`config.mk`:
```
export PLATFORM = sky130hd
export DESIGN_NAME = dmem_access_unit_flat
export DESIGN_NICKNAME = d
export VERILOG_FILES = /design/src/rtl/dmem_access_unit_if.sv /design/src/rtl/dmem_access_unit.sv /design/src/flat_wrapper.sv
export SDC_FILE = /design/constraint.sdc
export NUM_CORES = 1
export LEC_CHECK = 0
export BUFFER_PORTS_ARGS = -buffer_cell sky130_fd_sc_hd__clkbuf_2
export CORE_ASPECT_RATIO = 1.5
export CORE_MARGIN = 2
export CORE_UTILIZATION = 40
export CTS_CLUSTER_SIZE = 40
export DETAILED_ROUTE_END_ITERATION = 6
export GPL_TIMING_DRIVEN = 0
export HOLD_SLACK_MARGIN = 0.15
export PLACE_DENSITY = 0.64
export SYNTH_ARGS = -nofsm -noshare
export SYNTH_HDL_FRONTEND = slang
export SYNTH_SLANG_ARGS = --single-unit
```
`constraint.sdc`:
```
create_clock -name clk -period 1.7 [get_ports clk]
set_input_delay 0.255 -clock clk [delete_from_list [all_inputs] [get_ports clk]]
set_output_delay 0.255 -clock clk [all_outputs]
set_load 0.05 [all_outputs]
```
`src/rtl/dmem_access_unit_if.sv`:
```
// ---------------------------------------------------------------------------
// dmem_access_unit_if
// CPU-side load/store request/response bundle for dmem_access_unit.
//   req_read / req_write : load / store request, held by the CPU until done
//   req_addr             : byte address
//   req_size             : 00 byte, 01 half, 10 word, 11 illegal
//   req_unsigned         : loads only, 1 = zero-extend, 0 = sign-extend
//   req_wdata            : store data, right-aligned for sub-word stores
//   busy                 : CPU stall
//   done                 : one-cycle completion pulse
//   resp_rdata           : extended load result, valid while done = 1
//   err                  : misaligned/illegal flag, valid while done = 1
// master = CPU execute stage, slave = access unit.
// ---------------------------------------------------------------------------
interface dmem_access_unit_if;
    logic        req_read;
    logic        req_write;
    logic [31:0] req_addr;
    logic [1:0]  req_size;
    logic        req_unsigned;
    logic [31:0] req_wdata;
    logic        busy;
    logic        done;
    logic [31:0] resp_rdata;
    logic        err;

    modport master (
        output req_read, req_write, req_addr, req_size, req_unsigned, req_wdata,
        input  busy, done, resp_rdata, err
    );

    modport slave (
        input  req_read, req_write, req_addr, req_size, req_unsigned, req_wdata,
        output busy, done, resp_rdata, err
    );
endinterface

```
`src/rtl/dmem_access_unit.sv`:
```
// ---------------------------------------------------------------------------
// dmem_access_unit
// Load/store front end between the CPU execute stage and a word-wide RAM.
// Byte/half/word loads and stores are turned into whole-word RAM accesses;
// sub-word stores are done as read-modify-write. The CPU is stalled while an
// access is in flight, and misaligned or illegal requests complete with err.
// Ports:
//   clk, rst          : clock, synchronous active-high reset
//   cpu               : request/response bundle (slave side)
//   ram_read_enable   : RAM read strobe
//   ram_write_enable  : RAM write strobe
//   ram_address       : RAM word address (0 when idle)
//   ram_data_in       : full word written to RAM (0 when not writing)
//   ram_data_out      : registered RAM read data, valid the cycle after read
// ---------------------------------------------------------------------------
module dmem_access_unit #(
    parameter int ADDR_WIDTH = 12
) (
    input  logic                  clk,
    input  logic                  rst,
    dmem_access_unit_if.slave     cpu,
    output logic                  ram_read_enable,
    output logic                  ram_write_enable,
    output logic [ADDR_WIDTH-1:0] ram_address,
    output logic [31:0]           ram_data_in,
    input  logic [31:0]           ram_data_out
);

    typedef enum logic [2:0] {
        IDLE,
        RD_ISSUE,
        RD_CAPTURE,
        WR_ISSUE,
        DONE
    } state_t;

    state_t state, state_next;

    // Only the byte-address bits that reach the RAM are kept; the rest wrap.
    logic [ADDR_WIDTH+1:0] addr_q;
    logic [1:0]            size_q;
    logic                  uns_q;
    logic                  store_q;
    logic [31:0]           wdata_q;
    logic [31:0]           merged_q;
    logic [31:0]           resp_rdata_q;
    logic                  err_q;

    logic                  req_any;
    logic                  req_illegal;
    logic [4:0]            lane_shift;
    logic [15:0]           lane_half;
    logic [31:0]           load_value;
    logic [31:0]           lane_width_mask;
    logic [31:0]           merged_value;

    assign req_any = cpu.req_read || cpu.req_write;

    // Conflicting strobes, the reserved size code and misaligned half/word
    // accesses are all rejected without touching the RAM.
    assign req_illegal = (cpu.req_read && cpu.req_write)
                      || (cpu.req_size == 2'b11)
                      || (cpu.req_size == 2'b01 && cpu.req_addr[0])
                      || (cpu.req_size == 2'b10 && cpu.req_addr[1:0] != 2'b00);

    // Little-endian lane select: byte offset times eight is the bit shift.
    assign lane_shift = {addr_q[1:0], 3'b000};
    assign lane_half  = 16'(ram_data_out >> lane_shift);

    always_comb begin
        load_value = ram_data_out;
        case (size_q)
            2'b00:   load_value = uns_q ? {24'h0, lane_half[7:0]}
                                        : {{24{lane_half[7]}}, lane_half[7:0]};
            2'b01:   load_value = uns_q ? {16'h0, lane_half}
                                        : {{16{lane_half[15]}}, lane_half};
            default: load_value = ram_data_out;
        endcase
    end

    // Read-modify-write merge: clear the addressed lane of the fetched word
    // and drop the right-aligned store data into it.
    assign lane_width_mask = (size_q == 2'b00) ? 32'h0000_00FF : 32'h0000_FFFF;
    assign merged_value    = (ram_data_out & ~(lane_width_mask << lane_shift))
                           | ((wdata_q & lane_width_mask) << lane_shift);

    // Next-state logic. Requests are only looked at in IDLE, so a request
    // still held during DONE is not taken a second time.
    always_comb begin
        state_next = state;
        case (state)
            IDLE: begin
                if (req_any) begin
                    if (req_illegal)
                        state_next = DONE;
                    else if (cpu.req_write && cpu.req_size == 2'b10)
                        state_next = WR_ISSUE;
                    else
                        state_next = RD_ISSUE;
                end
            end
            RD_ISSUE:   state_next = RD_CAPTURE;
            RD_CAPTURE: state_next = store_q ? WR_ISSUE : DONE;
            WR_ISSUE:   state_next = DONE;
            DONE:       state_next = IDLE;
            default:    state_next = IDLE;
        endcase
    end

    // Output decode. Everything is forced low while rst is high so that an
    // operation aborted by reset (notably in WR_ISSUE) never reaches the RAM.
    always_comb begin
        cpu.busy         = 1'b0;
        cpu.done         = 1'b0;
        ram_read_enable  = 1'b0;
        ram_write_enable = 1'b0;
        ram_address      = '0;
        ram_data_in      = 32'h0;
        if (!rst) begin
            case (state)
                IDLE: cpu.busy = req_any;
                RD_ISSUE: begin
                    cpu.busy        = 1'b1;
                    ram_read_enable = 1'b1;
                    ram_address     = addr_q[ADDR_WIDTH+1:2];
                end
                RD_CAPTURE: begin
                    cpu.busy    = 1'b1;
                    ram_address = addr_q[ADDR_WIDTH+1:2];
                end
                WR_ISSUE: begin
                    cpu.busy         = 1'b1;
                    ram_write_enable = 1'b1;
                    ram_address      = addr_q[ADDR_WIDTH+1:2];
                    ram_data_in      = (size_q == 2'b10) ? wdata_q : merged_q;
                end
                DONE:    cpu.done = 1'b1;
                default: cpu.busy = 1'b0;
            endcase
        end
    end

    assign cpu.resp_rdata = resp_rdata_q;
    assign cpu.err        = err_q;

    // State register plus request capture and result registers. The result
    // is cleared on every accepted request so stores and errors report 0.
    always_ff @(posedge clk) begin
        if (rst) begin
            state        <= IDLE;
            addr_q       <= '0;
            size_q       <= 2'b00;
            uns_q        <= 1'b0;
            store_q      <= 1'b0;
            wdata_q      <= 32'h0;
            merged_q     <= 32'h0;
            resp_rdata_q <= 32'h0;
            err_q        <= 1'b0;
        end else begin
            state <= state_next;
            case (state)
                IDLE: begin
                    if (req_any) begin
                        addr_q       <= cpu.req_addr[ADDR_WIDTH+1:0];
                        size_q       <= cpu.req_size;
                        uns_q        <= cpu.req_unsigned;
                        store_q      <= cpu.req_write;
                        wdata_q      <= cpu.req_wdata;
                        resp_rdata_q <= 32'h0;
                        err_q        <= req_illegal;
                    end
                end
                RD_CAPTURE: begin
                    if (store_q)
                        merged_q <= merged_value;
                    else
                        resp_rdata_q <= load_value;
                end
                default: ;
            endcase
        end
    end

endmodule
```
`src/flat_wrapper.sv`:
```
// flat-port wrapper written by rule: the top's interface ports become plain ports
module dmem_access_unit_flat 
#(
    parameter int ADDR_WIDTH = 12
)
  (clk, rst, ram_read_enable, ram_write_enable, ram_address, ram_data_in, ram_data_out, cpu_req_read, cpu_req_write, cpu_req_addr, cpu_req_size, cpu_req_unsigned, cpu_req_wdata, cpu_busy, cpu_done, cpu_resp_rdata, cpu_err);
  dmem_access_unit_if cpu_i ();
  input  logic clk;
  input  logic rst;
  output logic ram_read_enable;
  output logic ram_write_enable;
  output logic [ADDR_WIDTH-1:0] ram_address;
  output logic [31:0] ram_data_in;
  input  logic [31:0] ram_data_out;
  input wire logic [$bits(cpu_i.req_read)-1:0] cpu_req_read;
  input wire logic [$bits(cpu_i.req_write)-1:0] cpu_req_write;
  input wire logic [$bits(cpu_i.req_addr)-1:0] cpu_req_addr;
  input wire logic [$bits(cpu_i.req_size)-1:0] cpu_req_size;
  input wire logic [$bits(cpu_i.req_unsigned)-1:0] cpu_req_unsigned;
  input wire logic [$bits(cpu_i.req_wdata)-1:0] cpu_req_wdata;
  output wire logic [$bits(cpu_i.busy)-1:0] cpu_busy;
  output wire logic [$bits(cpu_i.done)-1:0] cpu_done;
  output wire logic [$bits(cpu_i.resp_rdata)-1:0] cpu_resp_rdata;
  output wire logic [$bits(cpu_i.err)-1:0] cpu_err;
  assign cpu_i.req_read = cpu_req_read;
  assign cpu_i.req_write = cpu_req_write;
  assign cpu_i.req_addr = cpu_req_addr;
  assign cpu_i.req_size = cpu_req_size;
  assign cpu_i.req_unsigned = cpu_req_unsigned;
  assign cpu_i.req_wdata = cpu_req_wdata;
  assign cpu_busy = cpu_i.busy;
  assign cpu_done = cpu_i.done;
  assign cpu_resp_rdata = cpu_i.resp_rdata;
  assign cpu_err = cpu_i.err;
  dmem_access_unit #(.ADDR_WIDTH(ADDR_WIDTH)) u_core (.clk(clk), .rst(rst), .cpu(cpu_i), .ram_read_enable(ram_read_enable), .ram_write_enable(ram_write_enable), .ram_address(ram_address), .ram_data_in(ram_data_in), .ram_data_out(ram_data_out));
endmodule
```
==> reports/results.ini <==
[synthesis]
synth_warnings=0
synthFlopType=dfxtp_1
mappedNetlistArea_sq_um=5700
synth-edff-count=0
syn_area_per_cell_sq_um=7.81
syn_nets=833
synth.distinct_cells=48
synthCells=730
synth_seq_cells=118
async_reset_ff_share_pct=0
ys_seq_area_share_pct=41.4

[floorplanning]
initial_utilization_pct=40.8
ios=184
rows=53
dieArea_sq_um=15200
fp.dieW_um=101
die_y_um=150
coreArea_sq_um=14000

[power_and_ir_drop]
power_density_nw_per_um2=848
p_switching_mw=2.86
clkPwrFrac_pct=40.5
p_comb_share_pct=25.5
vdd_drop_max_uv=686
seq_power_share_pct=34.0
p_leak_nw=4.25
intPower_mw=6.20
totalPowerFinal_mw=9.06
switching_share_pct=31.6

[routing]
antenna_left=0
drc=0
num_vias=7058
drt_iter0_markers=515
wl_mm=26.0
first_pass_iters=5
post_drt_wl_per_cell_um=21.2
viasPerCell=5.75

[timing]
finalCriticalPeriod_ns=2.04
fmax_ghz=0.489
rsz0062_at_grt=true
maxSlewHeadroom_pct=54.8
setup_ws_ns=-0.343
clock_skew_ns=0.0100
hold_viol_final=0
min_period_over_period_pct=120
drv_slew=0
holdWs_ns=0.162
worst_pin_slew_ns=0.678
setup_viol=107

[worst_setup_path]
crit_type=reg2out
crit_arrival_ns=1.79
critPathMaxStageDelay_ns=0.33
crit_chain=buf_6 > buf_4 > nand3_4 > clkbuf_16 > a21oi_4 > buf_8
cp_max_fo=7
slowest_stage=dfxtp_2
end_kind=primary output
start_kind=flop
critPathRequiredTime_ns=1.44

[cts]
cts_made_buffers=17
htreeDepth=4
clockRootBuffer=clkbuf_16
cts_tree=yes
clk-insertion-delay-late_ns=0.43
clk_pin_slew_ns=0.06
clock_path_buffers=2
clock-sinks=118

[run]
maxCapViolCount=0

[hold_path]
hold_class=in2reg

[layout]
nets=1126
syn_to_final_growth_pct=87.3
most-common-layout-cells=158 x nand2_1, 123 x clkbuf_2, 111 x dfxtp_1
drive_above_1_share_pct=47.7
finish.utilization_pct=76.3
design_area_sq_um=10700
final_common_cell=nand2_1
diodes=0

[global_routing]
antenna_found_initial=0
grt_pass1_wl_mm=35.8
grt_max_degree=20
grt_pass1_vias=6734
grt_overflow=0
grt_usage_pct=30.6

[placement]
hpwl_mm=14.9
port_buffers=164
place.gp.congestion=0.862
place_area_sq_um=7130
preCtsSetupSlack_ns=-0.538

[status]
status=complete, but fails checks
failed_checks=negative setup slack

==> final timing paths <==
check	startpoint	to	slack [ns]	cells past startpoint
max	u_core.state[0]	ram_data_in[9]	-0.34	6
min	ram_data_out[4]	u_core.cpu.resp_rdata[4]	0.16	3
max reg2reg	u_core.size_q[0]	u_core.merged_q[30]	-0.29	9
min reg2reg	u_core.cpu.resp_rdata[5]	u_core.cpu.resp_rdata[5]	0.43	2
==> final cells by class <==
type                       instances  area, sq um
buffer                            57          574
tap                              192          240
fill                             867         3310
multi-input combinational        544         4120
sequential                       118         2380
inverter                           5         28.8
timing repair buffer             280         2750
clock buffer                      19          443
clock inverter                    13          148
==> sequential cells by signal, summed over array words and instances (netlist names) <==
name,flops
u_core.uns_q,1
u_core.state,3
u_core.cpu.resp_rdata,32
u_core.wdata_q,32
u_core.cpu.err,1
u_core.merged_q,32
u_core.size_q,2
u_core.store_q,1
u_core.addr_q,14
==> per-layer routing <==
layer | up-vias | part of all wire, % | wire, um | global-route usage, %
met5 | - | 0 | 0 | 0
met3 | 119 | 6.6 | 1720 | 5.99
li1 | 3172 | - | - | -
met4 | 0 | 5.8 | 1500 | 14.2
met2 | 374 | 52 | 13500 | 54.6
met1 | 3393 | 36 | 9280 | 34.6
==> synthesized netlist by cell type (13+ instances only) <==
library cell  number  share of area, %
clkbuf_1          36               2.4
mux2i_1           24               4.2
buf_2             20               1.8
dfxtp_1          118                41
and2_1            13               1.4
nor2_1            35               2.3
a221o_1           15               2.6
o21ai_0           19               1.7
o22ai_1           16               1.8
nand2_1          202                13
nand2b_1          21               2.3
a21oi_1           94               8.2
==> worst max-delay path, delay by kind of cell (launching register included) <==
kind / cells / cell delay, ns
AND/OR/NAND/NOR: 1 / 0.19
buffers and inverters: 4 / 0.68
flip-flops: 1 / 0.33
AO/OA/AOI/OAI: 1 / 0.15
==> power by group through the flow <==
stage / clock network, mW / registers [mW] / logic, mW
after floorplan: 0 / 3.08 / 0.852
after global placement: 0 / 3.08 / 1.30
after detailed placement: 0 / 3.09 / 1.31
after CTS: 3.63 / 3.05 / 1.78
after global routing: 3.77 / 3.08 / 2.42
final: 3.67 / 3.08 / 2.31
==> through the flow <==
stage	TNS [ns]	std cells
after detailed placement	-39.41	1086
after floorplan	-0.819	730
after global routing	-25.49	1228
after CTS	-15.09	1208
final	-20.08	1228
after global placement	-37.76	1086
==> cells by family (layout without fill, tap and decap cells) <==
group,count (synthesis),count (layout),synth area share (%)
AO/OA/AOI/OAI,206,206,24.0
buffers and inverters,69,374,5.24
flip-flops,118,118,41.4
multiplexers,34,34,6.38
AND/OR/NAND/NOR,303,304,23.0
==> timing repair <==
item / CTS / global route
gates resized for setup: 282 / 199
cloned: 12 / 6
hold endpoints to repair: 54 / 0
buffers inserted: 29 / 19
endpoints found under the setup margin: 160 / 161
pin swaps: 45 / 41
hold buffers: 53 / 0
No activity file was read; power rests on OpenSTA's default activity.
